`config.mk`:
```
export PLATFORM = sky130hd
export DESIGN_NAME = seven_seg_scan_ctrl
export DESIGN_NICKNAME = d
export VERILOG_FILES = /design/src/rtl/seven_seg_scan_ctrl_pkg.sv /design/src/rtl/seg7_digit_dec.sv /design/src/rtl/seven_seg_scan_ctrl.sv
export SDC_FILE = /design/constraint.sdc
export NUM_CORES = 1
export LEC_CHECK = 0
export CORE_UTILIZATION = 45
export CTS_CLUSTER_SIZE = 40
export DETAILED_ROUTE_END_ITERATION = 8
export PLACE_DENSITY = 0.76
export SLEW_MARGIN = 20
export SYNTH_ARGS = -nofsm -noshare
export SYNTH_HDL_FRONTEND = slang
export SYNTH_HIERARCHICAL = 1
export SYNTH_SLANG_ARGS = --single-unit
```
`constraint.sdc`:
```
create_clock -name clk -period 5.1 [get_ports clk]
set_clock_uncertainty 0.1 [all_clocks]
set_input_delay 1.02 -clock clk [delete_from_list [all_inputs] [get_ports clk]]
set_output_delay 1.02 -clock clk [all_outputs]
set_load 0.02 [all_outputs]
```
`src/rtl/seven_seg_scan_ctrl_pkg.sv`:
```
// Shared types and segment constants for the multiplexed seven-segment scanner.
// Segment bit order is {a,b,c,d,e,f,g} with bit 6 = a, active high.
package seven_seg_scan_ctrl_pkg;

    typedef enum logic [1:0] {
        ST_IDLE  = 2'd0,
        ST_BLANK = 2'd1,
        ST_SHOW  = 2'd2
    } scan_state_e;

    localparam logic [6:0] SEG_0     = 7'b1111110;
    localparam logic [6:0] SEG_1     = 7'b0110000;
    localparam logic [6:0] SEG_2     = 7'b1101101;
    localparam logic [6:0] SEG_3     = 7'b1111001;
    localparam logic [6:0] SEG_4     = 7'b0110011;
    localparam logic [6:0] SEG_5     = 7'b1011011;
    localparam logic [6:0] SEG_6     = 7'b1011111;
    localparam logic [6:0] SEG_7     = 7'b1110000;
    localparam logic [6:0] SEG_8     = 7'b1111111;
    localparam logic [6:0] SEG_9     = 7'b1111011;
    localparam logic [6:0] SEG_BLANK = 7'b0000000;

endpackage

```
`src/rtl/seg7_digit_dec.sv`:
```
// BCD nibble to seven-segment pattern; codes 10-15 render as a dark digit.
module seg7_digit_dec
    import seven_seg_scan_ctrl_pkg::*;
(
    input  logic [3:0] i_nibble,
    output logic [6:0] o_seg
);

    always_comb begin
        case (i_nibble)
            4'd0:    o_seg = SEG_0;
            4'd1:    o_seg = SEG_1;
            4'd2:    o_seg = SEG_2;
            4'd3:    o_seg = SEG_3;
            4'd4:    o_seg = SEG_4;
            4'd5:    o_seg = SEG_5;
            4'd6:    o_seg = SEG_6;
            4'd7:    o_seg = SEG_7;
            4'd8:    o_seg = SEG_8;
            4'd9:    o_seg = SEG_9;
            default: o_seg = SEG_BLANK;
        endcase
    end

endmodule

```
`src/rtl/seven_seg_scan_ctrl.sv`:
```
// Multiplexed seven-segment scan controller with per-digit anti-ghost blanking.
// Define SEG_LZB_EN to compile in leading-zero blanking.
//
// state | meaning
// IDLE  | scan disabled, all outputs dark
// BLANK | BLANK_CYCLES dark clocks before the current digit lights
// SHOW  | current digit lit for dwell+1 clocks
module seven_seg_scan_ctrl
    import seven_seg_scan_ctrl_pkg::*;
#(
    parameter int N_DIGITS     = 4,
    parameter int DIV_W        = 16,
    parameter int BLANK_CYCLES = 4
) (
    input  logic                  clk,
    input  logic                  rst_n,
    input  logic                  en,
    input  logic                  load,
    input  logic [4*N_DIGITS-1:0] digits_in,
    input  logic [DIV_W-1:0]      dwell,
    output logic [N_DIGITS-1:0]   dig_en,
    output logic [6:0]            seg,
    output logic                  frame_done
);

    localparam int IDX_W = (N_DIGITS > 1) ? $clog2(N_DIGITS) : 1;
    localparam int BLK_W = $clog2(BLANK_CYCLES + 1);
    localparam int CNT_W = (DIV_W > BLK_W) ? DIV_W : BLK_W;
    localparam logic [CNT_W-1:0] BLK_LOAD = CNT_W'(BLANK_CYCLES - 1);
    localparam logic [IDX_W-1:0] IDX_LAST = IDX_W'(N_DIGITS - 1);

    scan_state_e           r_state;
    logic [IDX_W-1:0]      r_idx;
    logic [CNT_W-1:0]      r_cnt;
    logic [DIV_W-1:0]      r_dwell;
    logic [4*N_DIGITS-1:0] r_pending;
    logic [4*N_DIGITS-1:0] r_active;
    logic [N_DIGITS-1:0]   r_dig_en;
    logic [6:0]            r_seg;
    logic                  r_frame_done;

    scan_state_e           w_nxt_state;
    logic [IDX_W-1:0]      w_nxt_idx;
    logic [CNT_W-1:0]      w_nxt_cnt;
    logic [DIV_W-1:0]      w_nxt_dwell;
    logic [4*N_DIGITS-1:0] w_nxt_pending;
    logic [4*N_DIGITS-1:0] w_nxt_active;
    logic [N_DIGITS-1:0]   w_nxt_dig_en;
    logic [6:0]            w_nxt_seg;
    logic                  w_nxt_frame_done;
    logic [3:0]            w_nibble;
    logic [6:0]            w_dec_seg;
    logic                  w_lzb_blank;

    always_ff @(posedge clk or negedge rst_n) begin
        if (!rst_n) begin
            r_state      <= ST_IDLE;
            r_idx        <= '0;
            r_cnt        <= '0;
            r_dwell      <= '0;
            r_pending    <= '0;
            r_active     <= '0;
            r_dig_en     <= '0;
            r_seg        <= SEG_BLANK;
            r_frame_done <= 1'b0;
        end else begin
            r_state      <= w_nxt_state;
            r_idx        <= w_nxt_idx;
            r_cnt        <= w_nxt_cnt;
            r_dwell      <= w_nxt_dwell;
            r_pending    <= w_nxt_pending;
            r_active     <= w_nxt_active;
            r_dig_en     <= w_nxt_dig_en;
            r_seg        <= w_nxt_seg;
            r_frame_done <= w_nxt_frame_done;
        end
    end

    always_comb begin
        w_nxt_state      = r_state;
        w_nxt_idx        = r_idx;
        w_nxt_cnt        = r_cnt;
        w_nxt_dwell      = r_dwell;
        w_nxt_active     = r_active;
        w_nxt_frame_done = 1'b0;
        w_nxt_pending    = load ? digits_in : r_pending;

        if (!en) begin
            w_nxt_state = ST_IDLE;
            w_nxt_idx   = '0;
            w_nxt_cnt   = '0;
        end else begin
            case (r_state)
                ST_IDLE: begin
                    w_nxt_state  = ST_BLANK;
                    w_nxt_idx    = '0;
                    w_nxt_cnt    = BLK_LOAD;
                    w_nxt_dwell  = dwell;
                    w_nxt_active = w_nxt_pending;
                end
                ST_BLANK: begin
                    if (r_cnt == '0) begin
                        w_nxt_state = ST_SHOW;
                        w_nxt_cnt   = CNT_W'(r_dwell);
                    end else begin
                        w_nxt_cnt = r_cnt - 1'b1;
                    end
                end
                ST_SHOW: begin
                    if (r_cnt == '0) begin
                        w_nxt_state = ST_BLANK;
                        w_nxt_cnt   = BLK_LOAD;
                        w_nxt_dwell = dwell;
                        // Frame wrap is the only point where new digits become visible.
                        if (r_idx == IDX_LAST) begin
                            w_nxt_idx        = '0;
                            w_nxt_frame_done = 1'b1;
                            w_nxt_active     = w_nxt_pending;
                        end else begin
                            w_nxt_idx = r_idx + 1'b1;
                        end
                    end else begin
                        w_nxt_cnt = r_cnt - 1'b1;
                    end
                end
                default: begin
                    w_nxt_state = ST_IDLE;
                    w_nxt_idx   = '0;
                    w_nxt_cnt   = '0;
                end
            endcase
        end
    end

    always_comb begin
        w_nibble = 4'h0;
        for (int k = 0; k < N_DIGITS; k++) begin
            if (w_nxt_idx == IDX_W'(k)) w_nibble = w_nxt_active[4*k +: 4];
        end
    end

    seg7_digit_dec u_dec (
        .i_nibble (w_nibble),
        .o_seg    (w_dec_seg)
    );

`ifdef SEG_LZB_EN
    // A digit is blanked when it and every digit above it are zero; digit 0 always shows.
    always_comb begin
        logic                w_run;
        logic [N_DIGITS-1:0] w_lead;
        w_run       = 1'b1;
        w_lead      = '0;
        w_lzb_blank = 1'b0;
        for (int k = N_DIGITS - 1; k >= 1; k--) begin
            w_run     = w_run & (w_nxt_active[4*k +: 4] == 4'h0);
            w_lead[k] = w_run;
        end
        for (int k = 1; k < N_DIGITS; k++) begin
            if (w_nxt_idx == IDX_W'(k)) w_lzb_blank = w_lead[k];
        end
    end
`else
    assign w_lzb_blank = 1'b0;
`endif

    always_comb begin
        w_nxt_dig_en = '0;
        w_nxt_seg    = SEG_BLANK;
        if (w_nxt_state == ST_SHOW) begin
            w_nxt_dig_en = N_DIGITS'(1) << w_nxt_idx;
            if (!w_lzb_blank) w_nxt_seg = w_dec_seg;
        end
    end

    assign dig_en     = r_dig_en;
    assign seg        = r_seg;
    assign frame_done = r_frame_done;

endmodule

```
## After elaboration in Yosys (flattened, before gate mapping)

Memory sizes are Yosys's and may differ from the RTL's.
Cells that the tools add are included.
Widths: inputs -> output; s select.

- Add/sub/neg operators: 2
- $mul: 0
- Div/mod/pow operators: 0
- $lt $le $gt $ge: 0
- Eq/ne operators: 8
- Shift operators: 1
- Multiplexer cells: 29
- Bitwise logic cells: 0
- Reduce and logical (&&, ||, !) cells: 5

Operators by type and width:

| kind | count |
|---|---|
| $mux 16 | 8 |
| $pmux 16 s2 | 2 |
| $pmux 16 s3 | 1 |
| $mux 4 | 5 |
| $logic_not 16->1 | 1 |
| $sub 16x1->16 const B | 1 |
| $mux 2 | 6 |
| $eq 2x2->1 const B | 5 |
| $mux 7 | 1 |
| $pmux 2 s3 | 1 |
| $eq 2x1->1 const B | 2 |
| $logic_not 2->1 | 2 |
| $mux 1 | 4 |
| $pmux 2 s2 | 1 |
| $shl 1x2->4 const A | 1 |
| $reduce_and 3->1 | 1 |
| $add 2x1->2 const B | 1 |
| $ne 2x2->1 const B | 1 |
| $reduce_bool 2->1 | 1 |

- Register bits after elaboration: 80
- Bits in latches: 0
- Memory bits (writable): 0
- Bits in read-only memories: 112
- Input bits: 36
- Memories kept: 1

Memory list:

| memory | words | width | rd ports | clocked after Yosys merged registers in | write ports | RTL line | source |
|---|---|---|---|---|---|---|---|
| (name not given) | 16 | 7 | 1 | 0 | 0 | seg7_digit_dec.sv:10 | `case (i_nibble)` |

## Longest topological paths before layout

An unclocked memory read counts as a cell.

- Word-level depth: 12
- Mapped depth: 16
- Gate-level depth less buffers: 15

## Cells and area by module

Netlist, hierarchy kept.

Modules (own cells, without submodules):

| module | times used | cells each | area an instance (µm²) |
|---|---|---|---|
| seven_seg_scan_ctrl | 1 | 298 | 3623.5 |
| seg7_digit_dec | 1 | 28 | 222.7 |

## Worst setup path after synthesis

OpenSTA, ideal clock, no wires.

- Kind: input to register
- Start point: input en
- End point: register r_seg[3] (netlist: seg[3])
- Library setup time: 0.119 ns
- Arrival time: 3.245 ns
- Data required time: 4.881 ns
- Slack: 1.636 ns
- Stages on the path: 12
- Cells stage by stage: clkbuf_1 nand3_1 o31ai_4 buf_4 a32o_1 mux2i_1 mux2i_1 inv_1 ha_1 inv_1 o22ai_1 and2_1

RTL lines:

| element | RTL line | source |
|---|---|---|
| from (decl) | seven_seg_scan_ctrl.sv:17 | `input logic en,` |
| $mux 16 | seven_seg_scan_ctrl.sv:88 | `if (!en) begin` |
| net w_nxt_active[13] | seven_seg_scan_ctrl.sv:47 | `logic [4*N_DIGITS-1:0] w_nxt_active;` |
| $mux 4 | seven_seg_scan_ctrl.sv:138 | `if (w_nxt_idx == IDX_W'(k)) w_nibble = w_nxt_active[4*k +: 4];` |
| net w_nibble[1] | seven_seg_scan_ctrl.sv:51 | `logic [3:0] w_nibble;` |
| $mem_v2 16x7 | - |  |
| net w_dec_seg[3] | seven_seg_scan_ctrl.sv:52 | `logic [6:0] w_dec_seg;` |
| $mux 7 | seven_seg_scan_ctrl.sv:170 | `if (w_nxt_state == ST_SHOW) begin` |
| net w_nxt_seg[3] | seven_seg_scan_ctrl.sv:49 | `logic [6:0] w_nxt_seg;` |
| to (signal assigned) | seven_seg_scan_ctrl.sv:74 | `r_seg <= w_nxt_seg;` |
| to (decl) | seven_seg_scan_ctrl.sv:39 | `logic [6:0] r_seg;` |

The timed path passes the listed nets, and every way through them passes these cells.
A chain may end at the register's enable or synchronous reset.

## Final worst setup path

- Start point: register r_cnt[0]
- End point: register r_seg[3] (netlist: seg[3])

- Cells in the longest elaborated chain, start to end: 11

RTL lines:

| element | RTL line | source |
|---|---|---|
| from (decl) | seven_seg_scan_ctrl.sv:34 | `logic [CNT_W-1:0] r_cnt;` |
| from (signal assigned) | seven_seg_scan_ctrl.sv:69 | `r_cnt <= w_nxt_cnt;` |
| $logic_not 16->1 (*) | seven_seg_scan_ctrl.sv:110 | `if (r_cnt == '0) begin` |
| $mux 2 | seven_seg_scan_ctrl.sv:110 |  |
| $pmux 2 s2 | seven_seg_scan_ctrl.sv:93 | `case (r_state)` |
| $mux 2 | seven_seg_scan_ctrl.sv:88 |  |
| $logic_not 2->1 | seven_seg_scan_ctrl.sv:138 |  |
| $mux 4 (3 in series) | seven_seg_scan_ctrl.sv:138 |  |
| $mux 4 (*) | seven_seg_scan_ctrl.sv:138 |  |
| net w_nibble[1] | seven_seg_scan_ctrl.sv:51 |  |
| $mem_v2 16x7 (*) | - |  |
| net w_dec_seg[3] | seven_seg_scan_ctrl.sv:52 |  |
| $mux 7 (*) | seven_seg_scan_ctrl.sv:170 |  |
| net w_nxt_seg[3] | seven_seg_scan_ctrl.sv:49 |  |

Mark *: on every way through the listed nets, which the timed path passes. The rest lies on a longest branch.

==> out/summary.txt <==
antenna violations before repair: 0
Slew Limit Headroom: 35.5%
top-area cell type share of the netlist area: 52.0%
R2R Path Start: r_cnt[0]
total of warnings raised by yosys: 6
Std-Cell Rows: 33
CTS Root Cell: sky130_fd_sc_hd__clkbuf_8
maximum achievable frequency: 238 MHz
Initial Utilization: 46.6%
GRT Residual Overflow: 0
number of instances on the worst hold path: 1
first-pass GRT wire length: 12000 microns
vias after detailed routing: 2614
Power Density: 558 nW/um^2
vias in the first global route: 2550
data required time at the worst endpoint: 5.24 ns
number of buffers inserted by port buffering: 47
total length of routed wires: 7260 microns
net count reported at finish: 416
number of remaining DRC errors: 0
number of endpoints failing setup at the final stage: 0
hold violation total from the final report: 0
Antenna Diode Count: 0
Crit Path Category: register to register
detailed placement HPWL: 4910 microns
kind of start point of the critical path: register
H-tree depth: 3
HP Start: r_pending[6]
detailed router's first-iteration violation count: 86
Synth cell types: 43
flip-flop and latch count after synthesis: 80
# IOs: 48
insertion delay to the later sink of the worst-skew pair: 0.34 ns
crit path capture type: register
share of post-route cells with drive strength above 1: 16.4%
cell-by-cell trace of the critical path: inv_1 > ha_1 > nor4b_2 > nand4_2 > nand3_1 > a31o_1 > mux2i_1 > mux2i_1 > inv_1 > ha_1 > inv_1 > o22ai_1 > and2_1
length in cells of the worst reg-to-reg path: 13
Worst EP arrival: 4.33 ns
Leak: 2.05 nW
number of buffers on the longest clock path: 2
Slowest Stage Delay on Critical Path: 0.60 ns
leading cell types by count after synthesis: sky130_fd_sc_hd__dfrtp_1, sky130_fd_sc_hd__nor2_1, sky130_fd_sc_hd__mux2_2, sky130_fd_sc_hd__a32o_1
most common cell in the synthesized netlist: sky130_fd_sc_hd__dfrtp_1
post-route ant nets: 0
syn_area_per_cell: 11.8 sq um
cell type group with the largest total delay on the critical path: simple AND/OR/NAND/NOR gates
global placer's final weighted congestion: 0.772
Top FF cell, synth: sky130_fd_sc_hd__dfrtp_1
Tightest Pin Transition: 0.967 ns
RSZ-0062 raised after global routing: false
die span in x: 94.5 microns
router iterations before antenna repair: 4
sequential-to-total area share from yosys stat: 52.0%
number of clock buffers inserted by TritonCTS: 9
Core Footprint: 8260 sq um
type of the worst min-delay path: register to register
cell repeated most along the worst path: sky130_fd_sc_hd__inv_1
Die Outline Area: 8920 sq um
number of nets in the synthesized netlist: 375
number of pins with negative max-slew slack in the final report: 0
reg-to-reg setup timing slack: 0.90 ns
sink count of the clock tree: 80
post-CTS clock slew at the launch and capture registers of the worst setup and hold paths: 0.08 ns
ranking of synthesized cells by area: sky130_fd_sc_hd__dfrtp_1, sky130_fd_sc_hd__mux2_2, sky130_fd_sc_hd__ha_1
gr usage total: 17.7%
cell area after technology mapping: 3850 sq um
worst reg2reg endpoint: seg[3]
Total Negative Setup Slacks: 0 ns
relative area change from synthesis to final layout: 18.5%
VDD IR max: 0.271 mV
EDFF count, synth: 0
CTS-repair resized insts: 0
CTS tree: built
final non-filler cell total: 477
mean number of vias per cell: 5.48
number of hold buffers added after cts: 0
largest fanout on the critical path: 22
final critical-path share of the clock period: 82.3%
capture endpoint of the worst hold path: r_pending[6]
post-synthesis cell type with the largest combined area: sky130_fd_sc_hd__dfrtp_1
Cell Count Post-Placement: 461
gate count of the mapped netlist: 326
result of the run: finished, final reports clean
largest net degree at the start of global routing: 81
Max-cap violations: 0
wire per inst: 15.2 microns
slowest library cell on the worst path: sky130_fd_sc_hd__a31o_1
count of buffers added by post-CTS timing repair for setup: 0
height of the die: 94.5 microns
final critical path time including I/O delays and setup: 4.20 ns
number of buffer and inverter instances along the worst setup path: 3
async set or reset register ratio after synthesis: 100%
## per-layer routing
layer	GRT usage, %	wire length (microns)
met5	0	0
met4	6.57	148
met3	4.75	247
met2	28.2	3450
met1	23.1	3410
## state kept, by name, indices dropped and copies added (netlist names)
register	flops
r_active	16
seg	7
r_dwell	16
frame_done	1
dig_en	4
r_idx	2
r_cnt	16
r_pending	16
r_state	2
## worst max path at each step
stage          startpoint  endpoint  slack, ns  depth (start not counted)
2_1_floorplan          en    seg[3]       1.64                         12
3_3_place_gp           en    seg[1]       0.88                         11
3_5_place_dp           en    seg[3]       0.64                         11
4_1_cts          r_cnt[0]    seg[3]       0.98                         13
5_1_grt          r_cnt[0]    seg[3]       0.64                         14
6_report         r_cnt[0]    seg[3]       0.90                         13
## logic make-up (layout without fill, tap and decap cells)
kind of cell,Yosys count,in the layout,share of synthesized area (%)
and+or+nand+nor,87,87,11.9
DFF,80,80,52.0
AOI/OAI and AO/OA,55,55,11.4
muxes,47,47,13.3
buffers and inverters,31,77,4.16
adders and majority gates,13,13,4.23
xor gates and xnor gates,13,13,2.96
## layout by cell type, fill, tap and decap left out, types with 2 or more instances in the layout
| master | n |
|---|---|
| sky130_fd_sc_hd__mux2i_1 | 14 |
| sky130_fd_sc_hd__bufinv_16 | 2 |
| sky130_fd_sc_hd__xnor2_1 | 5 |
| sky130_fd_sc_hd__nor2_1 | 38 |
| sky130_fd_sc_hd__a22oi_1 | 10 |
| sky130_fd_sc_hd__o22ai_1 | 5 |
| sky130_fd_sc_hd__or3_1 | 2 |
| sky130_fd_sc_hd__xor2_1 | 8 |
| sky130_fd_sc_hd__clkbuf_8 | 9 |
| sky130_fd_sc_hd__nor4_4 | 2 |
| sky130_fd_sc_hd__a32o_1 | 16 |
| sky130_fd_sc_hd__clkinvlp_4 | 3 |
| sky130_fd_sc_hd__o21a_1 | 2 |
| sky130_fd_sc_hd__nand3_1 | 7 |
| sky130_fd_sc_hd__mux2_2 | 32 |
| sky130_fd_sc_hd__or2_2 | 2 |
| sky130_fd_sc_hd__nand2b_1 | 4 |
| sky130_fd_sc_hd__a21oi_1 | 6 |
| sky130_fd_sc_hd__clkdlybuf4s50_1 | 46 |
| sky130_fd_sc_hd__o21ai_0 | 5 |
| sky130_fd_sc_hd__and2_1 | 7 |
| sky130_fd_sc_hd__dfrtp_1 | 80 |
| sky130_fd_sc_hd__ha_1 | 13 |
| sky130_fd_sc_hd__nand2_1 | 14 |
| sky130_fd_sc_hd__nor3_1 | 4 |
| sky130_fd_sc_hd__a211oi_1 | 4 |
| sky130_fd_sc_hd__inv_1 | 13 |
## report_power, final
part	leakage [nW]	total [mW]	internal, mW	switching, mW
Sequential	1.01	0.928	0.821	0.107
Combinational	0.937	1.11	0.497	0.613
Clock	0.101	0.504	0.275	0.229
Total	2.05	2.54	1.59	0.949
## cell type report
class | instances | area (sq um)
fill | 710 | 3700
sequential | 80 | 2000
multi-input combinational | 215 | 1680
timing repair buffer | 47 | 468
tap | 105 | 131
clock buffer | 9 | 124
clock inverter | 7 | 96.3
inverter | 14 | 52.6
## metrics by stage
| step | area [sq um] | util (%) | total power, mW | hold slack [ns] | setup WS, ns |
|---|---|---|---|---|---|
| after floorplan | 3850 | - | 1.81 | 0.365 | 1.64 |
| after global placement | 4340 | 52.5 | 1.99 | 0.384 | 0.876 |
| after detailed placement | 4340 | 52.5 | 2.04 | 0.390 | 0.643 |
| after CTS | 4560 | 55.2 | 2.55 | 0.409 | 0.981 |
| after global routing | 4560 | 55.2 | 2.73 | 0.423 | 0.641 |
| final | 4560 | 55.2 | 2.54 | 0.403 | 0.901 |
Note: power is estimated with default switching activity, not from simulation.
